--- config.mk ---
export PLATFORM = sky130hd
export DESIGN_NAME = uart_alu_core
export DESIGN_NICKNAME = d
export VERILOG_FILES = /design/src/rtl/uart_alu_pkg.sv /design/src/rtl/uart_alu_tx_ser.sv /design/src/rtl/uart_alu_core.sv
export SDC_FILE = /design/constraint.sdc
export NUM_CORES = 2
export LEC_CHECK = 0
export BUFFER_PORTS_ARGS = -buffer_cell sky130_fd_sc_hd__buf_2
export CAP_MARGIN = 30
export CORE_MARGIN = 10
export CORE_UTILIZATION = 55
export CTS_BUF_LIST = sky130_fd_sc_hd__clkbuf_8 sky130_fd_sc_hd__clkbuf_16
export CTS_CLUSTER_DIAMETER = 40
export DETAILED_ROUTE_END_ITERATION = 10
export PLACE_DENSITY = 0.68
export REMOVE_ABC_BUFFERS = 1
export SLEW_MARGIN = 10
export SYNTH_ARGS = -nofsm -noshare
export SYNTH_HDL_FRONTEND = slang
export SYNTH_SLANG_ARGS = --single-unit
--- constraint.sdc ---
create_clock -name clk_i -period 9.6 [get_ports clk_i]
set_clock_uncertainty 0.2 [all_clocks]
set_input_delay 1.44 -clock clk_i [delete_from_list [all_inputs] [get_ports clk_i]]
set_output_delay 1.44 -clock clk_i [all_outputs]
set_load 0.05 [all_outputs]
--- src/rtl/uart_alu_pkg.sv ---
// Shared opcodes, framing constants and FSM state type for the UART packet ALU.
package uart_alu_pkg;

    localparam logic [7:0] OP_ECHO  = 8'hEC;
    localparam logic [7:0] OP_ADD   = 8'hAD;
    localparam logic [7:0] OP_MUL   = 8'h88;
    localparam logic [7:0] ERR_BYTE = 8'hEE;

    localparam int HDR_BYTES = 4;

    // Serializer mode: a single byte (echo, error) or a full result word.
    localparam logic [7:0] MODE_BYTE = 8'h00;
    localparam logic [7:0] MODE_WORD = 8'h01;

    typedef enum logic [3:0] {
        IDLE_OP,
        RSVD,
        LEN_LO,
        LEN_HI,
        ECHO,
        OPERAND,
        SEND_RES,
        SEND_ERR,
        DRAIN
    } state_e;

    function automatic int bytes_per_op(input int width);
        return width / 8;
    endfunction

endpackage

--- src/rtl/uart_alu_tx_ser.sv ---
// Output serializer: loads a word (or one byte) and streams it LSB-first onto the
// byte handshake; done pulses on the final accepted byte.
module uart_alu_tx_ser
    import uart_alu_pkg::*;
#(
    parameter int WIDTH_P = 32
) (
    input  logic               clk_i,
    input  logic               reset_ni,
    input  logic               load,
    input  logic [WIDTH_P-1:0] word,
    input  logic [7:0]         mode,
    output logic               ready,
    output logic               done,
    output logic [7:0]         m_axis_tdata,
    output logic               m_axis_tvalid,
    input  logic               m_axis_tready
);

    localparam int NB = bytes_per_op(WIDTH_P);

    logic [WIDTH_P-1:0] shift_reg;
    logic [3:0]         left_reg;
    logic [7:0]         tdata_reg;
    logic               tvalid_reg;
    logic               fire;

    assign fire  = tvalid_reg && m_axis_tready;
    assign done  = fire && (left_reg == 4'd0);
    // A new load may overlap the acceptance of the last pending byte.
    assign ready = !tvalid_reg || done;

    assign m_axis_tdata  = tdata_reg;
    assign m_axis_tvalid = tvalid_reg;

    always_ff @(posedge clk_i or negedge reset_ni) begin
        if (!reset_ni) begin
            shift_reg  <= '0;
            left_reg   <= 4'd0;
            tdata_reg  <= 8'h00;
            tvalid_reg <= 1'b0;
        end else if (load && ready) begin
            tdata_reg  <= word[7:0];
            shift_reg  <= word >> 8;
            left_reg   <= (mode == MODE_WORD) ? 4'(NB - 1) : 4'd0;
            tvalid_reg <= 1'b1;
        end else if (fire) begin
            if (left_reg == 4'd0) begin
                tvalid_reg <= 1'b0;
            end else begin
                tdata_reg <= shift_reg[7:0];
                shift_reg <= shift_reg >> 8;
                left_reg  <= left_reg - 4'd1;
            end
        end
    end

endmodule

--- src/rtl/uart_alu_core.sv ---
// Framed-packet ALU between UART RX and TX streams: echo, multi-operand add or
// multiply at WIDTH_P bits; malformed packets answer with a single error byte.
module uart_alu_core
    import uart_alu_pkg::*;
#(
    parameter int WIDTH_P   = 32,
    parameter int MAX_LEN_P = 65535
) (
    input  logic       clk_i,
    input  logic       reset_ni,
    input  logic [7:0] s_axis_tdata,
    input  logic       s_axis_tvalid,
    output logic       s_axis_tready,
    output logic [7:0] m_axis_tdata,
    output logic       m_axis_tvalid,
    input  logic       m_axis_tready,
    output logic       busy_o,
    output logic       err_o
);

    localparam int          NB        = bytes_per_op(WIDTH_P);
    localparam logic [15:0] NB_W      = 16'(NB);
    localparam logic [3:0]  NB_LAST   = 4'(NB - 1);
    localparam logic [15:0] MAX_LEN_W = 16'(MAX_LEN_P);
    localparam logic [15:0] HDR_W     = 16'(HDR_BYTES);

    state_e             state_reg;
    logic [7:0]         opcode_reg;
    logic [7:0]         len_lo_reg;
    logic [15:0]        cnt_reg;
    logic [3:0]         byte_idx_reg;
    logic               first_reg;
    logic               err_reg;
    logic [WIDTH_P-1:0] acc_reg;
    logic [WIDTH_P-1:0] operand_reg;

    logic               s_fire;
    logic [15:0]        len_w;
    logic [15:0]        rem_w;
    logic               len_bad;
    logic               op_alu;
    logic               alu_bad;
    logic               pay_last;
    logic               op_last;
    logic [WIDTH_P-1:0] operand_next;
    logic [WIDTH_P-1:0] acc_next;
    logic               err_load;
    logic               res_load;
    logic               echo_load;
    logic               ser_load;
    logic               ser_ready;
    logic               ser_done;
    logic [WIDTH_P-1:0] ser_word;
    logic [7:0]         ser_mode;

    assign s_fire   = s_axis_tvalid && s_axis_tready;
    assign len_w    = {s_axis_tdata, len_lo_reg};
    assign rem_w    = len_w - HDR_W;
    assign len_bad  = (len_w < HDR_W) || (len_w > MAX_LEN_W);
    assign op_alu   = (opcode_reg == OP_ADD) || (opcode_reg == OP_MUL);
    assign alu_bad  = (rem_w == 16'd0) || ((rem_w % NB_W) != 16'd0);
    assign pay_last = (cnt_reg == 16'd1);
    assign op_last  = s_fire && (state_reg == OPERAND) && (byte_idx_reg == NB_LAST);

    // Operand shift register: new bytes enter at the top lane so the first
    // received byte ends up least significant after NB shifts.
    genvar gi;
    generate
        for (gi = 0; gi < NB; gi++) begin : g_lane
            if (gi == NB - 1) begin : g_top
                assign operand_next[gi*8 +: 8] = s_axis_tdata;
            end else begin : g_mid
                assign operand_next[gi*8 +: 8] = operand_reg[(gi+1)*8 +: 8];
            end
        end
    endgenerate

    assign acc_next = first_reg              ? operand_next :
                      (opcode_reg == OP_MUL) ? acc_reg * operand_next :
                                               acc_reg + operand_next;

    always_comb begin
        err_load = 1'b0;
        if (s_fire) begin
            case (state_reg)
                LEN_HI: begin
                    if (len_bad) begin
                        err_load = 1'b1;
                    end else if (opcode_reg != OP_ECHO && (!op_alu || alu_bad)) begin
                        // Nothing left to drain: answer right away.
                        err_load = (rem_w == 16'd0);
                    end
                end
                DRAIN:   err_load = pay_last;
                default: err_load = 1'b0;
            endcase
        end
    end

    assign res_load  = op_last && pay_last;
    assign echo_load = s_fire && (state_reg == ECHO);
    assign ser_load  = err_load || res_load || echo_load;
    assign ser_word  = err_load ? WIDTH_P'(ERR_BYTE) :
                       res_load ? acc_next : WIDTH_P'(s_axis_tdata);
    assign ser_mode  = res_load ? MODE_WORD : MODE_BYTE;

    always_comb begin
        case (state_reg)
            ECHO:               s_axis_tready = (cnt_reg != 16'd0) && ser_ready;
            SEND_RES, SEND_ERR: s_axis_tready = 1'b0;
            default:            s_axis_tready = 1'b1;
        endcase
    end

    assign busy_o = (state_reg != IDLE_OP);
    assign err_o  = err_reg;

    always_ff @(posedge clk_i or negedge reset_ni) begin
        if (!reset_ni) begin
            state_reg    <= IDLE_OP;
            opcode_reg   <= 8'h00;
            len_lo_reg   <= 8'h00;
            cnt_reg      <= 16'd0;
            byte_idx_reg <= 4'd0;
            first_reg    <= 1'b0;
            err_reg      <= 1'b0;
            acc_reg      <= '0;
            operand_reg  <= '0;
        end else begin
            err_reg <= err_load;
            case (state_reg)
                IDLE_OP: if (s_fire) begin
                    opcode_reg <= s_axis_tdata;
                    state_reg  <= RSVD;
                end
                RSVD: if (s_fire) state_reg <= LEN_LO;
                LEN_LO: if (s_fire) begin
                    len_lo_reg <= s_axis_tdata;
                    state_reg  <= LEN_HI;
                end
                LEN_HI: if (s_fire) begin
                    cnt_reg      <= rem_w;
                    byte_idx_reg <= 4'd0;
                    first_reg    <= 1'b1;
                    if (len_bad)
                        state_reg <= SEND_ERR;
                    else if (opcode_reg == OP_ECHO)
                        state_reg <= (rem_w == 16'd0) ? IDLE_OP : ECHO;
                    else if (op_alu && !alu_bad)
                        state_reg <= OPERAND;
                    else
                        state_reg <= (rem_w == 16'd0) ? SEND_ERR : DRAIN;
                end
                ECHO: begin
                    // Once all payload is in, wait for the last byte to leave.
                    if (s_fire)
                        cnt_reg <= cnt_reg - 16'd1;
                    else if (cnt_reg == 16'd0 && ser_done)
                        state_reg <= IDLE_OP;
                end
                OPERAND: if (s_fire) begin
                    cnt_reg     <= cnt_reg - 16'd1;
                    operand_reg <= operand_next;
                    if (byte_idx_reg == NB_LAST) begin
                        byte_idx_reg <= 4'd0;
                        first_reg    <= 1'b0;
                        acc_reg      <= acc_next;
                        if (pay_last) state_reg <= SEND_RES;
                    end else begin
                        byte_idx_reg <= byte_idx_reg + 4'd1;
                    end
                end
                SEND_RES, SEND_ERR: if (ser_done) state_reg <= IDLE_OP;
                DRAIN: if (s_fire) begin
                    cnt_reg <= cnt_reg - 16'd1;
                    if (pay_last) state_reg <= SEND_ERR;
                end
                default: state_reg <= IDLE_OP;
            endcase
        end
    end

    uart_alu_tx_ser #(
        .WIDTH_P(WIDTH_P)
    ) u_tx_ser (
        .clk_i        (clk_i),
        .reset_ni     (reset_ni),
        .load         (ser_load),
        .word         (ser_word),
        .mode         (ser_mode),
        .ready        (ser_ready),
        .done         (ser_done),
        .m_axis_tdata (m_axis_tdata),
        .m_axis_tvalid(m_axis_tvalid),
        .m_axis_tready(m_axis_tready)
    );

endmodule

==> metrics <==
clk sinks=135; Routed WL per cell=22.3 um; startpoint types=register; Vias=19400; crit path max fanout=14; post-CTS setup buffers=0; post-synthesis instance total=2702; CP required=9.73 ns; worst reg2reg setup slack=1.10 ns; syn avg cell area=9.03 um2; Std-Cell Rows=77; post-synthesis register bit count=135; Pwr Total=2.97 mW; Post-DRT Antenna Nets=0; clock latency on the worst-skew pair=0.44 ns; Max Slew Vio Count=0; worst reg2reg path startpoint=operand_reg[15]; Post-Layout Cell Count=3258; CTS Buffer Depth=2; vias in the first global route=20700; Hold Vio Cnt, Final=0; Worst-path clk slew=0.07 ns; Mapped Area=0.0244 mm2; DRC viols=0; Clock Root Buffer=clkbuf_16; ratio of final minimum period to clock period=88.5%; Place WS=1.20 ns; nature of the critical path endpoint=register; H-tree levels=4; detailed router's first-iteration violation count=1788; worst setup margin=1.10 ns; CTS tree=yes; antenna violations before repair=2; r2r endpoint=u_tx_ser.shift_reg[15]; Congestion Overflow GR=0; Post-synth top flop=dfrtp_1; Die W=231 um; PwrDens=115 mW/mm2; hold path depth=1; crit path time final=8.50 ns; largest area contributor in the netlist=fa_1; worst min-delay path category=reg2reg; reg2reg path depth=23; Placed Area=0.0252 mm2; status=completed; RSZ-0062 raised after global routing=no; Critical Path AT=8.62 ns; setup TNS=0 ns; asr flop ratio synth=100%; RePlAce Congestion=1.00; Largest register FFs=32; largest net degree at the start of global routing=78; most frequent cells in the layout=inv_1 (409), fa_1 (409), nand2_1 (327); fraction of layout instances using a drive strength above 1=6.90%; Lkg Pwr=12.6 nW; CORE AREA=0.0440 mm2; area grow syn2layout=5.75%; WHS Endpoint=byte_idx_reg[3]; final non-filler cell area=0.0258 mm2; max frequency=118 MHz; Starting Density=55.4%; I/O Pins=24; fillers=3891; final wirelength=72.6 mm; PostCTS Resize Cnt=0; DP HPWL=56.1 mm; Yosys top cell area share=33.6%; diode count=0; synth top area cells=fa_1 (34%), dfrtp_1 (14%), ha_1 (8.3%), and2_1 (7.9%), inv_1 (6.3%); Tot GR Track Use=27.7%; hold path start=byte_idx_reg[3]; Post-CTS Hold Fix Bufs=0; Crit Path Category=reg2reg; Distinct cells, synth=82; yosys warns=0; sequential fraction of the synthesis area=13.8%; number of synthesized flops with an enable pin=0; CTS buffer count=17; Pre-Repair DR Iteration Count=6; max_cap viols=0; vias per cell=5.95; Port Buffers=23; setup violators final=0; first-pass GRT wire length=116 mm; Layout Nets=3235; Rel. slew slack=34.2%; IR drop worst, VDD=218 uV; die area=0.0532 mm2; die height=231 um; # placed instances=3224; Slew @ Worst Pin=0.987 ns
-- layout make-up --
| type | instances | area [um2] | area share, % |
|---|---|---|---|
| Clock inverter | 15 | 165 | 0.640 |
| Clock buffer | 17 | 425 | 1.65 |
| Sequential cell | 135 | 3380 | 13.1 |
| Timing Repair Buffer | 80 | 634 | 2.46 |
| Inverter | 410 | 1540 | 5.96 |
| Multi-Input combinational cell | 2009 | 18900 | 73.3 |
| Tap cell | 592 | 741 | 2.87 |
-- cells in the mapped netlist (9+ instances only) --
library cell,number
dfrtp_1,135
nand2_1,327
a31oi_1,12
a21o_1,25
nand4_1,15
xor2_1,35
o21bai_1,10
o22ai_1,18
and2_1,307
nand2b_1,18
xnor2_1,78
nand3_1,26
mux2i_1,19
o21a_1,13
nor2_1,86
nor3_1,24
clkbuf_1,140
and3_1,14
fa_1,409
inv_1,409
mux2_2,46
o31ai_1,14
o21ai_1,11
ha_1,161
o211ai_1,13
a211oi_1,17
o21ai_0,79
o32ai_1,9
a21oi_1,85
-- logic make-up (layout without fill, tap and decap cells) --
| group | Yosys count | after routing | synth area share, % |
|---|---|---|---|
| muxes | 65 | 65 | 2.90 |
| AOI/OAI and AO/OA | 382 | 382 | 10.4 |
| buffers and inverters | 558 | 522 | 8.61 |
| DFF | 135 | 135 | 13.8 |
| xor gates and xnor gates | 114 | 114 | 4.15 |
| adders and majority gates | 570 | 570 | 41.8 |
| and+or+nand+nor | 878 | 878 | 18.3 |
-- how the worst max path moves through the flow --
stage | start | end | slack, ns
after floorplan | operand_reg[17] | u_tx_ser.shift_reg[23] | 2.24
after global placement | operand_reg[10] | u_tx_ser.shift_reg[15] | 1.21
after detailed placement | operand_reg[16] | u_tx_ser.shift_reg[15] | 1.20
after CTS | operand_reg[16] | u_tx_ser.shift_reg[15] | 1.13
after global routing | operand_reg[14] | u_tx_ser.shift_reg[15] | 0.88
final | operand_reg[15] | u_tx_ser.shift_reg[15] | 1.10
-- critical path, cell delays in order, from the launching register on --
cell and delay, ns:
dfrtp_1 0.88, buf_4 0.32, and2_1 0.16, fa_1 0.44, fa_1 0.50, fa_1 0.52, inv_1 0.05, fa_1 0.47
inv_1 0.06, fa_1 0.50, inv_1 0.05, fa_1 0.53, inv_1 0.05, fa_1 0.51, fa_1 0.44, ha_1 0.35
and3_1 0.25, a311o_1 0.33, a31o_2 0.28, a221oi_1 0.40, xnor2_1 0.20, a221oi_1 0.55, nor2_1 0.11, o22a_1 0.21
-- power breakdown --
part | leakage, nW | switching, mW | internal (mW) | total (mW)
registers | 1.76 | 0.331 | 0.714 | 1.04
logic | 10.6 | 0.811 | 0.435 | 1.25
clock network | 0.289 | 0.288 | 0.387 | 0.675
-- metal layers --
layer | wire, um | global-route usage [%]
met5 | 0 | 0
met4 | 3050 | 11.5
met3 | 6010 | 4.75
met2 | 33800 | 45.3
met1 | 29700 | 36.1
-- stage by stage --
| step | util [%] | hold slack [ns] |
|---|---|---|
| 6_report | 58.6 | 0.289 |
| 5_1_grt | 58.6 | 0.306 |
| 4_1_cts | 58.5 | 0.282 |
| 3_5_place_dp | 57.1 | 0.270 |
| 3_3_place_gp | 57.0 | 0.264 |
| 2_1_floorplan | - | 0.237 |
(Power assumes the default switching activity.)
